### config.mk
export PLATFORM = sky130hd
export DESIGN_NAME = obstacle_scheduler_flat
export DESIGN_NICKNAME = d
export VERILOG_FILES = /design/src/rtl/obstacle_scheduler_if.sv /design/src/rtl/obstacle_scheduler.sv /design/src/flat_wrapper.sv
export SDC_FILE = /design/constraint.sdc
export NUM_CORES = 1
export LEC_CHECK = 0
export BUFFER_PORTS_ARGS = -buffer_cell sky130_fd_sc_hd__buf_2
export CAP_MARGIN = 20
export CORE_ASPECT_RATIO = 1.75
export CORE_MARGIN = 4
export CORE_UTILIZATION = 40
export CTS_BUF_LIST = sky130_fd_sc_hd__clkbuf_8 sky130_fd_sc_hd__clkbuf_16
export CTS_CLUSTER_DIAMETER = 30
export DETAILED_ROUTE_END_ITERATION = 7
export PLACE_DENSITY = 0.67
export SLEW_MARGIN = 40
export SYNTH_ARGS = -nofsm -noshare
export SYNTH_HDL_FRONTEND = slang
export SYNTH_SLANG_ARGS = --single-unit
### constraint.sdc
create_clock -name clk -period 2.2 [get_ports clk]
set_input_delay 0.33 -clock clk [delete_from_list [all_inputs] [get_ports clk]]
set_output_delay 0.33 -clock clk [all_outputs]
set_load 0.005 [all_outputs]
### src/rtl/obstacle_scheduler_if.sv
// Game-event inputs and slot/speed outputs of obstacle_scheduler.
// pause_btn is present only when SCHED_PAUSE_EN is defined.
interface obstacle_scheduler_if;
    logic       game_tick;
    logic       game_start_pulse;
    logic       game_over_pulse;
    logic [7:0] rng;
    logic [8:0] obstacle1_pos;
    logic [8:0] obstacle2_pos;
    logic [2:0] obstacle1_type;
    logic [2:0] obstacle2_type;
    logic [2:0] speed;
    logic       spawn_pulse;
`ifdef SCHED_PAUSE_EN
    logic       pause_btn;

    modport master (
        output game_tick, game_start_pulse, game_over_pulse, rng, pause_btn,
        input  obstacle1_pos, obstacle2_pos, obstacle1_type, obstacle2_type, speed, spawn_pulse
    );
    modport slave (
        input  game_tick, game_start_pulse, game_over_pulse, rng, pause_btn,
        output obstacle1_pos, obstacle2_pos, obstacle1_type, obstacle2_type, speed, spawn_pulse
    );
`else
    modport master (
        output game_tick, game_start_pulse, game_over_pulse, rng,
        input  obstacle1_pos, obstacle2_pos, obstacle1_type, obstacle2_type, speed, spawn_pulse
    );
    modport slave (
        input  game_tick, game_start_pulse, game_over_pulse, rng,
        output obstacle1_pos, obstacle2_pos, obstacle1_type, obstacle2_type, speed, spawn_pulse
    );
`endif
endinterface

### src/rtl/obstacle_scheduler.sv
// Two-slot obstacle sequencer: spawn timing, type pick, scrolling and speed ramp, advanced
// once per game_tick enable. Define SCHED_PAUSE_EN to add the pause_btn toggle and PAUSED state.
module obstacle_scheduler #(
    parameter int GEN_LINE   = 250,
    parameter int MIN_GAP    = 40,
    parameter int SPEED_MAX  = 4,
    parameter int RAMP_TICKS = 600
) (
    input  logic                 clk,
    input  logic                 rst_n,
    obstacle_scheduler_if.slave  bus
);
    localparam int                RAMP_W    = $clog2(RAMP_TICKS + 1);
    localparam logic [8:0]        GEN_POS   = 9'(GEN_LINE);
    localparam logic [7:0]        GAP_MIN   = 8'(MIN_GAP);
    localparam logic [2:0]        SPD_MAX   = 3'(SPEED_MAX);
    localparam logic [RAMP_W-1:0] RAMP_LAST = RAMP_W'(RAMP_TICKS);

`ifdef SCHED_PAUSE_EN
    typedef enum logic [1:0] {S_IDLE, S_RUN, S_FROZEN, S_PAUSED} state_t;
`else
    typedef enum logic [1:0] {S_IDLE, S_RUN, S_FROZEN} state_t;
`endif

    state_t            r_state, w_state;
    logic [8:0]        r_pos1, r_pos2, w_pos1, w_pos2;
    logic [2:0]        r_type1, r_type2, w_type1, w_type2;
    logic [2:0]        r_speed, w_speed;
    logic              r_spawn, w_spawn;
    logic [7:0]        r_gap, w_gap;
    logic [RAMP_W-1:0] r_ramp, w_ramp;

    logic [8:0]        w_spd9;
    logic [2:0]        w_new_type;
    logic [8:0]        w_mv_pos1, w_mv_pos2, w_tk_pos1, w_tk_pos2;
    logic [2:0]        w_mv_type1, w_mv_type2, w_tk_type1, w_tk_type2;
    logic [7:0]        w_tk_gap;
    logic              w_tk_spawn;
    logic [RAMP_W-1:0] w_tk_ramp;
    logic [2:0]        w_tk_speed;

    assign w_spd9     = {6'd0, r_speed};
    assign w_new_type = {1'b0, bus.rng[1:0]} + 3'd1;

`ifdef SCHED_PAUSE_EN
    logic r_pause_d;
    logic w_pause_rise;
    assign w_pause_rise = bus.pause_btn & ~r_pause_d;
`endif

    // One tick of RUN: move with the pre-tick speed, then spawn on post-move occupancy
    always_comb begin
        w_mv_pos1  = r_pos1;
        w_mv_type1 = r_type1;
        w_mv_pos2  = r_pos2;
        w_mv_type2 = r_type2;
        if (r_type1 != 3'd0) begin
            if (r_pos1 >= w_spd9) begin
                w_mv_pos1 = r_pos1 - w_spd9;
            end else begin
                w_mv_pos1  = '0;
                w_mv_type1 = '0;
            end
        end
        if (r_type2 != 3'd0) begin
            if (r_pos2 >= w_spd9) begin
                w_mv_pos2 = r_pos2 - w_spd9;
            end else begin
                w_mv_pos2  = '0;
                w_mv_type2 = '0;
            end
        end

        w_tk_pos1  = w_mv_pos1;
        w_tk_type1 = w_mv_type1;
        w_tk_pos2  = w_mv_pos2;
        w_tk_type2 = w_mv_type2;
        w_tk_gap   = (r_gap != 8'd0) ? (r_gap - 8'd1) : r_gap;
        w_tk_spawn = 1'b0;
        if ((r_gap == 8'd0) && ((w_mv_type1 == 3'd0) || (w_mv_type2 == 3'd0))) begin
            w_tk_spawn = 1'b1;
            w_tk_gap   = GAP_MIN + {2'b00, bus.rng[7:2]};
            if (w_mv_type1 == 3'd0) begin
                w_tk_pos1  = GEN_POS;
                w_tk_type1 = w_new_type;
            end else begin
                w_tk_pos2  = GEN_POS;
                w_tk_type2 = w_new_type;
            end
        end

        w_tk_ramp  = r_ramp + RAMP_W'(1);
        w_tk_speed = r_speed;
        if (w_tk_ramp == RAMP_LAST) begin
            w_tk_ramp = '0;
            if (r_speed < SPD_MAX) begin
                w_tk_speed = r_speed + 3'd1;
            end
        end
    end

    always_comb begin
        w_state = r_state;
        w_pos1  = r_pos1;
        w_pos2  = r_pos2;
        w_type1 = r_type1;
        w_type2 = r_type2;
        w_speed = r_speed;
        w_gap   = r_gap;
        w_ramp  = r_ramp;
        w_spawn = 1'b0;
        case (r_state)
            S_IDLE, S_FROZEN: begin
                if (bus.game_start_pulse && !bus.game_over_pulse) begin
                    w_state = S_RUN;
                    w_pos1  = '0;
                    w_pos2  = '0;
                    w_type1 = '0;
                    w_type2 = '0;
                    w_speed = 3'd1;
                    w_gap   = GAP_MIN;
                    w_ramp  = '0;
                end
            end
            S_RUN: begin
                if (bus.game_over_pulse) begin
                    w_state = S_FROZEN;
                end else if (bus.game_start_pulse) begin
                    w_state = S_RUN;
`ifdef SCHED_PAUSE_EN
                end else if (w_pause_rise) begin
                    w_state = S_PAUSED;
`endif
                end else if (bus.game_tick) begin
                    w_pos1  = w_tk_pos1;
                    w_pos2  = w_tk_pos2;
                    w_type1 = w_tk_type1;
                    w_type2 = w_tk_type2;
                    w_speed = w_tk_speed;
                    w_gap   = w_tk_gap;
                    w_ramp  = w_tk_ramp;
                    w_spawn = w_tk_spawn;
                end
            end
`ifdef SCHED_PAUSE_EN
            S_PAUSED: begin
                if (bus.game_over_pulse) begin
                    w_state = S_FROZEN;
                end else if (w_pause_rise) begin
                    w_state = S_RUN;
                end
            end
`endif
            default: w_state = S_IDLE;
        endcase
    end

    always_ff @(posedge clk or negedge rst_n) begin
        if (!rst_n) begin
            r_state <= S_IDLE;
            r_pos1  <= '0;
            r_pos2  <= '0;
            r_type1 <= '0;
            r_type2 <= '0;
            r_speed <= '0;
            r_spawn <= 1'b0;
            r_gap   <= '0;
            r_ramp  <= '0;
        end else begin
            r_state <= w_state;
            r_pos1  <= w_pos1;
            r_pos2  <= w_pos2;
            r_type1 <= w_type1;
            r_type2 <= w_type2;
            r_speed <= w_speed;
            r_spawn <= w_spawn;
            r_gap   <= w_gap;
            r_ramp  <= w_ramp;
        end
    end

`ifdef SCHED_PAUSE_EN
    always_ff @(posedge clk or negedge rst_n) begin
        if (!rst_n) begin
            r_pause_d <= 1'b0;
        end else begin
            r_pause_d <= bus.pause_btn;
        end
    end
`endif

    assign bus.obstacle1_pos  = r_pos1;
    assign bus.obstacle2_pos  = r_pos2;
    assign bus.obstacle1_type = r_type1;
    assign bus.obstacle2_type = r_type2;
    assign bus.speed          = r_speed;
    assign bus.spawn_pulse    = r_spawn;
endmodule

### src/flat_wrapper.sv
// flat-port wrapper written by rule: the top's interface ports become plain ports
module obstacle_scheduler_flat 
#(
    parameter int GEN_LINE   = 250,
    parameter int MIN_GAP    = 40,
    parameter int SPEED_MAX  = 4,
    parameter int RAMP_TICKS = 600
)
  (clk, rst_n, bus_game_tick, bus_game_start_pulse, bus_game_over_pulse, bus_rng, bus_obstacle1_pos, bus_obstacle2_pos, bus_obstacle1_type, bus_obstacle2_type, bus_speed, bus_spawn_pulse);
  obstacle_scheduler_if bus_i ();
  input  logic clk;
  input  logic rst_n;
  input wire logic [$bits(bus_i.game_tick)-1:0] bus_game_tick;
  input wire logic [$bits(bus_i.game_start_pulse)-1:0] bus_game_start_pulse;
  input wire logic [$bits(bus_i.game_over_pulse)-1:0] bus_game_over_pulse;
  input wire logic [$bits(bus_i.rng)-1:0] bus_rng;
  output wire logic [$bits(bus_i.obstacle1_pos)-1:0] bus_obstacle1_pos;
  output wire logic [$bits(bus_i.obstacle2_pos)-1:0] bus_obstacle2_pos;
  output wire logic [$bits(bus_i.obstacle1_type)-1:0] bus_obstacle1_type;
  output wire logic [$bits(bus_i.obstacle2_type)-1:0] bus_obstacle2_type;
  output wire logic [$bits(bus_i.speed)-1:0] bus_speed;
  output wire logic [$bits(bus_i.spawn_pulse)-1:0] bus_spawn_pulse;
  assign bus_i.game_tick = bus_game_tick;
  assign bus_i.game_start_pulse = bus_game_start_pulse;
  assign bus_i.game_over_pulse = bus_game_over_pulse;
  assign bus_i.rng = bus_rng;
  assign bus_obstacle1_pos = bus_i.obstacle1_pos;
  assign bus_obstacle2_pos = bus_i.obstacle2_pos;
  assign bus_obstacle1_type = bus_i.obstacle1_type;
  assign bus_obstacle2_type = bus_i.obstacle2_type;
  assign bus_speed = bus_i.speed;
  assign bus_spawn_pulse = bus_i.spawn_pulse;
  obstacle_scheduler #(.GEN_LINE(GEN_LINE), .MIN_GAP(MIN_GAP), .SPEED_MAX(SPEED_MAX), .RAMP_TICKS(RAMP_TICKS)) u_core (.clk(clk), .rst_n(rst_n), .bus(bus_i));
endmodule
==> impl_metrics.json, run 1 <==
{
  "synthCells": 338,
  "cp_slowest_cell": "dfrtp_1",
  "status": "complete, but fails checks",
  "die_h_um": 123,
  "cts_buffer_depth": 2,
  "totalPowerFinal_w": 0.00193,
  "grt_pass1_wl_mm": 14.2,
  "finalCriticalPeriod_ns": 2.22,
  "multi_input_area_mm2": 0.00193,
  "worst_pin_slew_ns": 0.631,
  "io_pins": 41,
  "area_delta_synth_final_pct": 35.5,
  "reg2reg_depth": 8,
  "crit_path_cell_trace": "inv_2 -> ha_4 -> nor2b_1 -> o21a_2 -> o31a_1 -> a41o_1 -> or3_1 -> a21oi_1",
  "peakVddDrop_uv": 465,
  "grt_max_degree": 49,
  "cts_root_buf": "clkbuf_16",
  "synth_seq_cells": 48,
  "vias_per_cell": 5.99,
  "dp_hpwl_mm": 6.42,
  "critPathMaxStageDelay_ns": 0.39,
  "path_delay_family": "compound AO/OA/AOI/OAI gates",
  "synth_simple_gate_area_frac": 0.227,
  "async_reset_ff_frac": 1.00,
  "skew_ns": 0.00559,
  "clk_latency_ns": 0.29,
  "period_share": 1.01,
  "yosysSeqAreaShare": 0.398,
  "n_antenna_cell": 0,
  "start_util": 0.414,
  "grt_overflow_total": 0,
  "die-area_mm2": 0.00905,
  "yosys_warnings": 0,
  "slew_headroom": 0.579,
  "post_dp_cell_area_mm2": 0.00369,
  "drv_slew": 0,
  "synth_xor_area_frac": 0.0116,
  "layout.nets": 459,
  "place_congestion": 0.906,
  "synth_top_family_by_area": "compound AO/OA/AOI/OAI gates",
  "r2r_setup_slack_ns": -0.02,
  "leakagePower_nw": 1.88,
  "cts_hold_buf": 0,
  "firstDrtPassIters": 4,
  "cts.clk_slew.worst_paths_ns": 0.06,
  "syn_area_per_cell_um2": 8.92,
  "rsz0062_at_grt": "true",
  "synth_ff_type": "dfrtp_1",
  "syn_nets": 365,
  "fin_util": 0.561,
  "syn_area_mm2": 0.00302,
  "synth_mux_area_frac": 0.0104,
  "h-tree-depth": 2,
  "synth_compound_area_frac": 0.257,
  "drive_gt1_frac": 0.342,
  "drt_iter0_drc": 198,
  "finalWirelength_mm": 8.98,
  "synth_cell_types": 61,
  "max_freq_ghz": 0.450,
  "crit_path_end_kind": "flop",
  "cts_sinks": 48,
  "crit_buf_inv": 1,
  "core-area_mm2": 0.00728,
  "wl_per_cell_um": 17.3,
  "crit_type": "flop to flop",
  "ant_nets": 0,
  "cp-start-kind": "flop",
  "setup_slack_ns": -0.0247,
  "cp.required_ns": 2.42,
  "maxCapViolCount": 0,
  "critical_path_peak_fanout": 4,
  "cts_buffers": 5,
  "grt_pass1_vias": 3075,
  "hp-class": "input port to asynchronous set/reset pin",
  "track_usage": 0.202,
  "synth_fa_ha_area_frac": 0.0630,
  "cp_num_cells": 8,
  "portBuffers": 40,
  "arrival_ns": 2.44,
  "finalSetupViolations": 3,
  "finalHoldViolations": 0,
  "die_w_um": 73.6,
  "route.detailed.drc": 0,
  "antenna_found_initial": 0,
  "synth_edf_count": 0,
  "num_rows": 41,
  "power_density_mw_per_mm2": 473,
  "tritoncts": "done",
  "violations": "setup timing",
  "area.sequential_mm2": 0.00120,
  "final_area_mm2": 0.00409,
  "num-fill-cells": 664,
  "pre_cts_ws_ns": -0.0525,
  "vias": 3107
}
## logic make-up after synthesis
family / Yosys count
fa+ha+maj: 14
compound gates: 114
xor+xnor: 4
buf+inv: 26
simple gates: 129
mux: 3
flops: 48
## state kept, by name, summed over array words and instances, names as in the netlist
name / cells
u_core.bus.obstacle2_pos: 9
u_core.r_gap: 8
u_core.bus.obstacle1_type: 3
u_core.bus.obstacle1_pos: 9
u_core.r_state: 2
u_core.bus.speed: 3
u_core.bus.spawn_pulse: 1
u_core.bus.obstacle2_type: 3
u_core.r_ramp: 10
## timing repair
action,4_1_cts,5_1_grt
pin swaps,4,11
setup buffers,4,3
endpoints found under the setup margin,12,26
resized for setup,7,33
## cell usage in the layout, fill, tap and decap left out, types with 3 or more instances in the layout
cell and instances:
buf_4 60, dfrtp_1 47, buf_2 40, nand2_1 36, o21ai_0 25, nor2_1 17, a21oi_1 17, inv_1 12
nor3_1 12, nand3_1 9, o21ai_1 7, nand4_1 7, o2bb2ai_1 7, ha_1 7, nand2b_1 6, and3_1 6
a22o_1 6, a31oi_1 5, ha_4 5, clkbuf_16 5, or3_1 4, nand3b_1 4, o211ai_1 4, o311ai_0 4
inv_2 3, nor2b_1 3, nand3_2 3, nor3_2 3, a211o_1 3, nor4_1 3, a32o_1 3
## cell usage after synthesis, drive strengths merged (4+ instances only)
| master | count | area share |
|---|---|---|
| nor3 | 16 | 0.028 |
| nor2 | 17 | 0.021 |
| a21oi | 21 | 0.035 |
| or3 | 5 | 0.010 |
| o2bb2ai | 7 | 0.020 |
| nand3 | 12 | 0.020 |
| nand3b | 4 | 0.010 |
| o21ai | 33 | 0.055 |
| a211o | 4 | 0.012 |
| nand2b | 6 | 0.012 |
| nand2 | 37 | 0.046 |
| o211ai | 4 | 0.010 |
| dfrtp | 48 | 0.40 |
| nand4 | 7 | 0.015 |
| inv | 13 | 0.016 |
| clkbuf | 12 | 0.015 |
| and3 | 6 | 0.012 |
| a31oi | 7 | 0.019 |
| a22o | 6 | 0.017 |
| ha | 12 | 0.050 |
| o311ai | 5 | 0.015 |
| nor4 | 4 | 0.0083 |
## layer usage
metal,vias to the layer above,share of wire,track usage
met5,-,0,0
met4,0,0.029,0.107
met3,21,0.041,0.0320
met2,90,0.54,0.350
met1,1529,0.39,0.231
li1,1467,-,-
## power breakdown
part	switching (W)	internal, W	total, W
clock	0.000325	0.000445	0.000770
combinational	0.000150	0.0000916	0.000242
sequential	0.0000191	0.000903	0.000922
## worst paths after layout
check,startpoint,end
worst max-delay path,u_core.bus.speed[1]$_DFFE_PN0P_,u_core.r_gap[7]$_DFFE_PN0P_
worst min-delay path,rst_n,u_core.bus.obstacle2_pos[7]$_DFFE_PN0P_
worst max register to register,u_core.bus.speed[1]$_DFFE_PN0P_,u_core.r_gap[7]$_DFFE_PN0P_
worst min register to register,u_core.r_gap[1]$_DFFE_PN0P_,u_core.r_gap[1]$_DFFE_PN0P_
max in group asynchronous,rst_n,u_core.bus.speed[0]$_DFFE_PN0P_
min in group clk,bus_rng[0],u_core.bus.obstacle2_type[0]$_DFFE_PN0P_
## layout make-up
cell class                 instances  area share
inverter                          13      0.0119
clock inverter                     2     0.00184
timing repair buffer             100       0.159
multi-input combinational        264       0.473
clock buffer                       6      0.0340
tap                               86      0.0263
sequential                        48       0.294
## metrics by stage
stage	instances	TNS [ns]	hold WS, ns
2_1_floorplan	338	-0.0724	0.0344
3_3_place_gp	504	-0.0505	0.473
3_5_place_dp	504	-0.231	0.479
4_1_cts	516	-0.0625	0.163
5_1_grt	519	-0.452	0.199
6_report	519	-0.0664	0.141
Power figures use the tool's default switching activity.
==> run 2: changes to the inputs <==
--- a/config.mk
+++ b/config.mk
@@ -11,7 +11,8 @@
 export CORE_MARGIN = 4
 export CORE_UTILIZATION = 40
-export CTS_BUF_LIST = sky130_fd_sc_hd__clkbuf_8 sky130_fd_sc_hd__clkbuf_16
+export CTS_BUF_LIST = sky130_fd_sc_hd__clkbuf_16
 export CTS_CLUSTER_DIAMETER = 30
 export DETAILED_ROUTE_END_ITERATION = 7
+export GPL_ROUTABILITY_DRIVEN = 0
 export PLACE_DENSITY = 0.67
 export SLEW_MARGIN = 40
==> constraint.sdc (replaced) <==
create_clock -name clk -period 2.2 [get_ports clk]
set_input_delay 0.22 -clock clk [delete_from_list [all_inputs] [get_ports clk]]
set_output_delay 0.22 -clock clk [all_outputs]
set_load 0.005 [all_outputs]
==> run 2 against run 1 <==
Effect of this change:
- the run still ends with setup timing left
- die area did not move
- non-clock buffer count rose by 3
- global-route usage rose by 0.093 points
- register-to-register slack barely moved
- utilization fell by 0.46 points
- first-iteration DRC count rose by 26%
- cell count rose by 0.58%
- setup slack improved by 0.0098 ns
- total power fell by 1.8%
- design area fell by 0.83%
- largest cell class unchanged
==> impl_metrics.json, run 2 (synthesis results as in run 1) <==
{
  "finalWirelength_mm": 9.06,
  "worst_pin_slew_ns": 0.706,
  "drive_gt1_frac": 0.333,
  "setup_slack_ns": -0.0149,
  "num-fill-cells": 668,
  "dp_hpwl_mm": 6.56,
  "firstDrtPassIters": 5,
  "peakVddDrop_uv": 662,
  "die_w_um": 73.6,
  "grt_pass1_wl_mm": 14.3,
  "die_h_um": 123,
  "crit_type": "flop to flop",
  "h-tree-depth": 2,
  "core-area_mm2": 0.00728,
  "rsz0062_at_grt": "true",
  "clk_latency_ns": 0.29,
  "crit_path_end_kind": "flop",
  "status": "complete, but fails checks",
  "cp.required_ns": 2.35,
  "drt_iter0_drc": 249,
  "crit_buf_inv": 1,
  "skew_ns": 0.00646,
  "finalSetupViolations": 1,
  "cp-start-kind": "flop",
  "pre_cts_ws_ns": -0.0521,
  "max_freq_ghz": 0.451,
  "wl_per_cell_um": 17.4,
  "vias_per_cell": 5.96,
  "violations": "setup timing",
  "finalCriticalPeriod_ns": 2.21,
  "ant_nets": 0,
  "finalHoldViolations": 0,
  "start_util": 0.414,
  "cts_sinks": 48,
  "hp-class": "input port to flop",
  "track_usage": 0.203,
  "vias": 3112,
  "arrival_ns": 2.37,
  "fin_hold_ws_ns": 0.134,
  "largest_reg_flops": 10,
  "route.detailed.drc": 0,
  "cp_slowest_cell": "or4_4",
  "cts_buffers": 5,
  "critical_path_peak_fanout": 5,
  "leakagePower_nw": 1.88,
  "critPathMaxStageDelay_ns": 0.58,
  "grt_overflow_total": 0,
  "tritoncts": "done",
  "crit_path_cell_trace": "or4_4 -> nor3b_4 -> a31oi_4 -> a41o_1 -> buf_4 -> o21ai_1 -> o311ai_1",
  "antenna_found_initial": 0,
  "power_density_mw_per_mm2": 468,
  "tns_ns": -0.0149,
  "area_delta_synth_final_pct": 34.4,
  "cts.clk_slew.worst_paths_ns": 0.06,
  "final_cells": 522,
  "portBuffers": 40,
  "io_pins": 41,
  "dp.cells": 508,
  "layout_commonest_cell": "buf_4",
  "path_delay_family": "simple AND/OR/NAND/NOR gates",
  "grt_pass1_vias": 3093,
  "cts_root_buf": "clkbuf_16",
  "cts_buffer_depth": 2,
  "drv_slew": 0,
  "n_antenna_cell": 0,
  "slew_headroom": 0.529,
  "grt_max_degree": 31,
  "maxCapViolCount": 0,
  "final_cell_mix": "buf_4, dfrtp_1, buf_2",
  "num_rows": 41,
  "period_share": 1.01,
  "die-area_mm2": 0.00905,
  "largest_register": "u_core.r_ramp",
  "layout.nets": 462
}
==> run 2: repair_timing <==
action	CTS	global route
resized for setup	3	32
endpoints found under the setup margin	9	27
buffers inserted	1	4
pin swaps	1	13
hold buffers	1	0
endpoints found under the hold margin	28	0
==> run 2: path summary, 6_finish.rpt <==
check | to | slack (ns) | from | cells past startpoint
max in group asynchronous | u_core.bus.obstacle1_pos[4]$_DFFE_PN0P_ | 1.05 | rst_n | 3
min reg2reg | u_core.bus.obstacle2_type[0]$_DFFE_PN0P_ | 0.53 | u_core.bus.obstacle2_type[0]$_DFFE_PN0P_ | 1
max reg2reg | u_core.r_gap[6]$_DFFE_PN0P_ | -0.01 | u_core.bus.obstacle2_pos[5]$_DFFE_PN0P_ | 7
min | u_core.bus.obstacle2_type[0]$_DFFE_PN0P_ | 0.13 | bus_rng[0] | 2
min in group asynchronous | u_core.bus.obstacle2_pos[3]$_DFFE_PN0P_ | 0.52 | rst_n | 2
max | u_core.r_gap[6]$_DFFE_PN0P_ | -0.01 | u_core.bus.obstacle2_pos[5]$_DFFE_PN0P_ | 7
==> run 2: layout make-up <==
class | count | area, µm² | area share
Sequential cell | 48 | 1200 | 0.297
Clock inverter | 3 | 11.3 | 0.00278
Multi-Input combinational cell | 264 | 1880 | 0.463
Timing Repair Buffer | 103 | 683 | 0.169
Inverter | 13 | 48.8 | 0.0120
Tap cell | 86 | 108 | 0.0265
Clock buffer | 5 | 125 | 0.0309
==> run 2: where the power goes <==
group          switching [W]  leakage, nW  internal (W)
clock               0.000320       0.0738      0.000410
combinational       0.000152         1.15     0.0000957
sequential         0.0000184        0.652      0.000903
==> run 2: metrics by stage <==
| step | util | total power (W) | area [µm²] |
|---|---|---|---|
| after CTS | 0.533 | 0.00191 | 3890 |
| after global placement | 0.510 | 0.00117 | 3720 |
| final | 0.557 | 0.00190 | 4050 |
| after detailed placement | 0.510 | 0.00117 | 3720 |
| after floorplan | - | 0.00107 | 3040 |
| after global routing | 0.557 | 0.00198 | 4050 |
==> run 2: routing by layer <==
metal,track usage,vias up,routed length [µm]
li1,-,1478,-
met1,0.233,1505,3600
met4,0.115,0,342
met2,0.347,104,4760
met3,0.0328,25,350
met5,0,-,0
